## src/rtl/ifetch_responder_pkg.sv

```systemverilog
// rtl/ifetch_responder_pkg.sv - shared frontend constants, fetch group type and responder states
// Contents:
//   ICACHE_FETCHWIDTH128_MSB/LSB  bounds of the 128-bit fetch group (127:0)
//   icache_fetchwidth128_t        fetch group vector type
//   LINE_BYTES                    fetch group size in bytes (request alignment)
//   BEAT_OFFSET                   byte offset of the second 64-bit beat
//   fetch_state_t                 responder FSM states
package ifetch_responder_pkg;

   localparam int ICACHE_FETCHWIDTH128_MSB = 127;
   localparam int ICACHE_FETCHWIDTH128_LSB = 0;

   typedef logic [ICACHE_FETCHWIDTH128_MSB:ICACHE_FETCHWIDTH128_LSB] icache_fetchwidth128_t;

   localparam int LINE_BYTES  = 16;
   localparam int BEAT_OFFSET = 8;

   typedef enum logic [2:0] {
      IDLE,
      REQ_LO,
      WAIT_LO,
      REQ_HI,
      WAIT_HI,
      DONE
   } fetch_state_t;

endpackage

```

## src/rtl/ifetch_responder_if.sv

```systemverilog
// rtl/ifetch_responder_if.sv - fetch request and backing memory signals of the fetch responder
// Signals:
//   pc_index_valid/pc_index/pc_index_ready   fetch request handshake
//   pc_read_inst/pc_operation_done           fetch group response (one-cycle pulse)
//   flush_valid                              redirect, cancels the outstanding fetch
//   mem_req_valid/mem_req_addr/mem_req_ready backing memory read request
//   mem_resp_valid/mem_resp_data             backing memory read data, in order, no backpressure
// Modports:
//   slave   the responder
//   master  the IFU side plus the memory model
interface ifetch_responder_if
   import ifetch_responder_pkg::*;
#(
   parameter int ADDR_W = 64,
   parameter int BEAT_W = 64
) ();

   logic                  pc_index_valid;
   logic [ADDR_W-1:0]     pc_index;
   logic                  pc_index_ready;
   icache_fetchwidth128_t pc_read_inst;
   logic                  pc_operation_done;
   logic                  flush_valid;
   logic                  mem_req_valid;
   logic [ADDR_W-1:0]     mem_req_addr;
   logic                  mem_req_ready;
   logic                  mem_resp_valid;
   logic [BEAT_W-1:0]     mem_resp_data;

   modport slave (
      input  pc_index_valid, pc_index, flush_valid, mem_req_ready, mem_resp_valid, mem_resp_data,
      output pc_index_ready, pc_read_inst, pc_operation_done, mem_req_valid, mem_req_addr
   );

   modport master (
      output pc_index_valid, pc_index, flush_valid, mem_req_ready, mem_resp_valid, mem_resp_data,
      input  pc_index_ready, pc_read_inst, pc_operation_done, mem_req_valid, mem_req_addr
   );

endinterface

```

## src/rtl/ifetch_responder.sv

```systemverilog
// rtl/ifetch_responder.sv - fetch responder: one 128-bit fetch group read as two 64-bit memory beats
// Ports:
//   clock        system clock
//   reset        synchronous, active-high reset
//   bus          ifetch_responder_if.slave (fetch request/response, flush, memory port)
//   fetch_count  number of completed (non-flushed) fetches, wraps at 2^32
module ifetch_responder
   import ifetch_responder_pkg::*;
#(
   parameter int ADDR_W = 64,
   parameter int BEAT_W = 64
) (
   input  logic                     clock,
   input  logic                     reset,
   ifetch_responder_if.slave        bus,
   output logic [31:0]              fetch_count
);

   fetch_state_t          state;
   fetch_state_t          state_next;
   logic                  drop;
   logic                  drop_next;
   logic [ADDR_W-1:0]     base;
   logic [BEAT_W-1:0]     line_lo;
   icache_fetchwidth128_t read_inst;
   logic                  accept;
   logic                  drop_eff;
   logic                  hi_complete;

   assign bus.pc_index_ready    = (state == IDLE) && !bus.flush_valid && !reset;
   assign accept                = bus.pc_index_valid && bus.pc_index_ready;
   // A flush arriving this cycle counts as already dropping for the decisions made this cycle.
   assign drop_eff              = drop || bus.flush_valid;
   assign bus.mem_req_valid     = ((state == REQ_LO) || ((state == REQ_HI) && !drop)) && !reset;
   assign bus.mem_req_addr      = (state == REQ_HI) ? base + ADDR_W'(BEAT_OFFSET) : base;
   assign bus.pc_operation_done = (state == DONE) && !reset;
   assign bus.pc_read_inst      = read_inst;
   assign hi_complete           = (state == WAIT_HI) && bus.mem_resp_valid && !drop_eff;

   always_ff @(posedge clock) begin
      if (reset) begin
         state <= IDLE;
         drop  <= 1'b0;
      end else begin
         state <= state_next;
         drop  <= drop_next;
      end
   end

   always_comb begin
      state_next = state;
      drop_next  = drop;
      case (state)
         IDLE: begin
            if (accept) state_next = REQ_LO;
         end
         REQ_LO: begin
            // Once the request handshakes its response must be drained even if flushed.
            if (bus.mem_req_ready) begin
               state_next = WAIT_LO;
               if (bus.flush_valid) drop_next = 1'b1;
            end else if (bus.flush_valid) begin
               state_next = IDLE;
            end
         end
         WAIT_LO: begin
            if (bus.flush_valid) drop_next = 1'b1;
            if (bus.mem_resp_valid) state_next = drop_eff ? IDLE : REQ_HI;
         end
         REQ_HI: begin
            if (drop) begin
               state_next = IDLE;
            end else if (bus.mem_req_ready) begin
               state_next = WAIT_HI;
               if (bus.flush_valid) drop_next = 1'b1;
            end else if (bus.flush_valid) begin
               state_next = IDLE;
            end
         end
         WAIT_HI: begin
            if (bus.flush_valid) drop_next = 1'b1;
            if (bus.mem_resp_valid) state_next = drop_eff ? IDLE : DONE;
         end
         DONE: begin
            state_next = IDLE;
         end
         default: begin
            state_next = IDLE;
         end
      endcase
      if (state_next == IDLE) drop_next = 1'b0;
   end

   // The response register is loaded with the second beat so the new group is visible
   // exactly in the DONE cycle, and it is left untouched by dropped fetches.
   always_ff @(posedge clock) begin
      if (reset) begin
         base        <= '0;
         line_lo     <= '0;
         read_inst   <= '0;
         fetch_count <= '0;
      end else begin
         if (accept) base <= bus.pc_index & ~ADDR_W'(LINE_BYTES - 1);
         if ((state == WAIT_LO) && bus.mem_resp_valid) line_lo <= bus.mem_resp_data;
         if (hi_complete) read_inst <= {bus.mem_resp_data, line_lo};
         if (state == DONE) fetch_count <= fetch_count + 32'd1;
      end
   end

   resp_only_when_waiting: assert property (@(posedge clock) disable iff (reset)
      bus.mem_resp_valid |-> ((state == WAIT_LO) || (state == WAIT_HI)));

endmodule
```

## src/flat_wrapper.sv

```systemverilog
// flat-port wrapper written by rule: the top's interface ports become plain ports
module ifetch_responder_flat import ifetch_responder_pkg::*;
#(
   parameter int ADDR_W = 64,
   parameter int BEAT_W = 64
)
  (clock, reset, fetch_count, bus_pc_index_valid, bus_pc_index, bus_flush_valid, bus_mem_req_ready, bus_mem_resp_valid, bus_mem_resp_data, bus_pc_index_ready, bus_pc_read_inst, bus_pc_operation_done, bus_mem_req_valid, bus_mem_req_addr);
  ifetch_responder_if #(.ADDR_W(ADDR_W), .BEAT_W(BEAT_W)) bus_i ();
  input  logic clock;
  input  logic reset;
  output logic [31:0] fetch_count;
  input wire logic [$bits(bus_i.pc_index_valid)-1:0] bus_pc_index_valid;
  input wire logic [$bits(bus_i.pc_index)-1:0] bus_pc_index;
  input wire logic [$bits(bus_i.flush_valid)-1:0] bus_flush_valid;
  input wire logic [$bits(bus_i.mem_req_ready)-1:0] bus_mem_req_ready;
  input wire logic [$bits(bus_i.mem_resp_valid)-1:0] bus_mem_resp_valid;
  input wire logic [$bits(bus_i.mem_resp_data)-1:0] bus_mem_resp_data;
  output wire logic [$bits(bus_i.pc_index_ready)-1:0] bus_pc_index_ready;
  output wire logic [$bits(bus_i.pc_read_inst)-1:0] bus_pc_read_inst;
  output wire logic [$bits(bus_i.pc_operation_done)-1:0] bus_pc_operation_done;
  output wire logic [$bits(bus_i.mem_req_valid)-1:0] bus_mem_req_valid;
  output wire logic [$bits(bus_i.mem_req_addr)-1:0] bus_mem_req_addr;
  assign bus_i.pc_index_valid = bus_pc_index_valid;
  assign bus_i.pc_index = bus_pc_index;
  assign bus_i.flush_valid = bus_flush_valid;
  assign bus_i.mem_req_ready = bus_mem_req_ready;
  assign bus_i.mem_resp_valid = bus_mem_resp_valid;
  assign bus_i.mem_resp_data = bus_mem_resp_data;
  assign bus_pc_index_ready = bus_i.pc_index_ready;
  assign bus_pc_read_inst = bus_i.pc_read_inst;
  assign bus_pc_operation_done = bus_i.pc_operation_done;
  assign bus_mem_req_valid = bus_i.mem_req_valid;
  assign bus_mem_req_addr = bus_i.mem_req_addr;
  ifetch_responder #(.ADDR_W(ADDR_W), .BEAT_W(BEAT_W)) u_core (.clock(clock), .reset(reset), .bus(bus_i), .fetch_count(fetch_count));
endmodule
```

## config.mk

```make
export PLATFORM = sky130hd
export DESIGN_NAME = ifetch_responder_flat
export DESIGN_NICKNAME = d
export VERILOG_FILES = /design/src/rtl/ifetch_responder_pkg.sv /design/src/rtl/ifetch_responder_if.sv /design/src/rtl/ifetch_responder.sv /design/src/flat_wrapper.sv
export SDC_FILE = /design/constraint.sdc
export NUM_CORES = 1
export LEC_CHECK = 0
export CORE_ASPECT_RATIO = 2
export CORE_UTILIZATION = 41
export CTS_CLUSTER_DIAMETER = 100
export DETAILED_ROUTE_END_ITERATION = 7
export PLACE_DENSITY = 0.86
export SETUP_SLACK_MARGIN = 0.5
export SLEW_MARGIN = 10
export SYNTH_ARGS = -nofsm -noshare
export SYNTH_HDL_FRONTEND = slang
export SYNTH_SLANG_ARGS = --single-unit
```

## constraint.sdc

```tcl
create_clock -name clock -period 2.04 [get_ports clock]
set_input_delay 0.204 -clock clock [delete_from_list [all_inputs] [get_ports clock]]
set_output_delay 0.204 -clock clock [all_outputs]
set_load 0.005 [all_outputs]
```

==> out/results.ini <==
[status]
status=finished with violations
violations=negative setup slack

[timing]
hold_viol_final=0
skew_ns=0.01223
fin_crit_ns=2.071
fin_crit_sh_pct=101.5
fin_ws_ns=-0.03062
tightest_slew_ns=0.8746
slew_headroom_pct=41.69
setup_viol_count_final=2
slew_viol_final=0
rsz0062_at_grt=yes
fmax_mhz=482.9
timing.setup.tns_ns=-0.05364
hold_ws_ns=0.04697

[power]
sw_frac_of_total_pct=23.50
p_seq_share_pct=48.7
vdd_drop_max_mv=0.7843
pwr-share-clk_pct=44.2
switching_power_mw=2.746
total_power_mw=11.68
power.density_mw_per_mm2=623.8
power.internal_mw=8.939
p_leak_nw=6.772
combPwrFrac_pct=7.1

[job]
drv.max_cap_violation_count=0

[cells_and_area]
finalInstanceArea_mm2=0.01873
fin_util_pct=75.13
drive_gt1_share_pct=26.02
layout.nets=1886
final_cells=2107
area_delta_synth_final_pct=80.44

[clock_tree]
worstSkewPairLatency_ns=0.55
cts-root-buf=clkbuf_16
cts_max_level=1
cts_tree=built
clkSinkCount=288
clock_path_buffers=3
numCtsBuffers=26
clk_pin_slew_worst_paths_ns=0.07

[logic_synthesis]
synth.most_common_cell=nand2_1
ys_warn_count=0
ys_top_cells_by_count=nand2_1 (519), dfxtp_1 (288), a21oi_1 (275)
yosys.area.top_type=dfxtp_1
syn-instance-count=1321
avgSynthCellArea_um2=7.859
synthArstFlopShare_pct=0
synth-edff-count=0
synth_seq_cells=288
synthFlopType=dfxtp_1
seq_area_frac_synth_pct=55.54
synth_top_area_share_pct=55.54
synth_area_leaders=dfxtp_1 (56%), nand2_1 (19%), a21oi_1 (13%)
netlist_area_mm2=0.01038
yosysUniqueCellTypes=39

[worst_setup_path]
required_ns=2.51
crit_arrival_ns=2.54
start_kind=register
critPathMaxFanout=4
reg2regPathDepth=6
path_class=reg -> reg
setup.worst_path.end_class=register

[die]
die_area_mm2=0.02600
die_h_um=227.0
io-pin-count=361
fp.dieW_um=114.5
num_rows=82
initial_core_util_pct=41.64
core-area_mm2=0.02493

[hold_path]
hold_depth=2
min_path_type=in -> reg

[detailed_routing]
drt-met1-wl_um=15080
wl_met3_um=4173
dr.pass1.iters=5
drtIter0Drc=1231
vias_per_cell=5.787
top_layer=met5
vias=12193
routedWlPerCell_um=23.53
wirelength_um=49570
wl_met2_um=25570
drc_errors=0
ant_nets=0

[global_routing]
grt_pass1_wl_um=64560
grt_max_degree=145
antenna_found_initial=4
overflow=0
grt_pass1_vias=11705
grt_usage_pct=32.59

[placement]
io_buffers=353
dp_hpwl_um=21600
dp_worst_setup_slack_ns=0.09200
gp_congestion=0.8963
dpl_cell_area_mm2=0.01445
place_inst=1941

## state kept, by name (all words and copies together), names as in the netlist
name                     cells
u_core.bus.pc_read_inst    128
u_core.fetch_count          32
u_core.drop                  1
u_core.state                 3
u_core.line_lo              64
u_core.base                 60
## layer usage
metal	vias up	GRT usage [%]
li1	5230	-
met1	5769	31.00
met2	875	59.41
met3	317	7.881
met4	2	24.88
met5	-	0
## cell usage in the layout (no fill, tap or decap), types with 38 or more instances in the layout
master | netlist | final
nand2_1 | 519 | 378
clkdlybuf4s50_1 | 0 | 315
dfxtp_1 | 288 | 257
a21oi_1 | 275 | 208
nand2_4 | 0 | 74
a21oi_2 | 0 | 67
nand2_2 | 0 | 65
buf_4 | 3 | 42
buf_16 | 0 | 41
clkbuf_16 | 0 | 38
## cells by family (layout without fill, tap and decap cells)
group	after synthesis	count (layout)	share of synthesized area, %
muxes	1	1	0.1085
xor gates and xnor gates	10	10	0.8437
other	1	6	0.03612
DFF	288	288	55.54
buffers and inverters	106	551	4.050
AOI/OAI and AO/OA	303	303	15.10
adders and majority gates	1	1	0.1205
and+or+nand+nor	611	611	24.20
## power by group through the flow
stage	Combinational (mW)	Sequential (mW)	Clock, mW
2_1_floorplan	0.194	5.82	0
3_3_place_gp	0.609	5.81	0
3_5_place_dp	0.618	5.82	0
4_1_cts	0.727	5.68	5.10
5_1_grt	0.864	5.69	5.36
6_report	0.834	5.69	5.16
## area by class of cell
cell class | count | area (um^2)
fillers | 1409 | 6200
repair buffers | 500 | 6140
flip-flops and latches | 288 | 5832
multi-input cells | 929 | 5430
clock buffers | 40 | 835.8
well taps | 336 | 420.4
clock inverters | 5 | 43.79
inverters | 6 | 22.52
diodes | 3 | 7.507
## critical path, stage by stage, from the launching register on
cell and delay [ns]:
dfxtp_1 0.39, nand3b_1 0.20, buf_6 0.18, buf_6 0.11, or4_4 0.52, or4_1 0.43, a21oi_1 0.15
## what timing repair did
item                       in CTS  in global routing
cloned                         39                 12
pin swaps                     141                 35
setup buffers                  47                 20
hold buffers                    0                  0
setup endpoints to repair     432                479
resized for setup             262                185
## path summary, 6_finish.rpt
kind	startpoint	to	slack [ns]
min reg2reg	u_core.line_lo[41]	u_core.bus.pc_read_inst[41]	0.45
max	u_core.state[0]	u_core.fetch_count[19]	-0.03
min	reset	u_core.fetch_count[28]	0.05
max reg2reg	u_core.state[0]	u_core.fetch_count[19]	-0.03
Power figures use the tool's default switching activity.
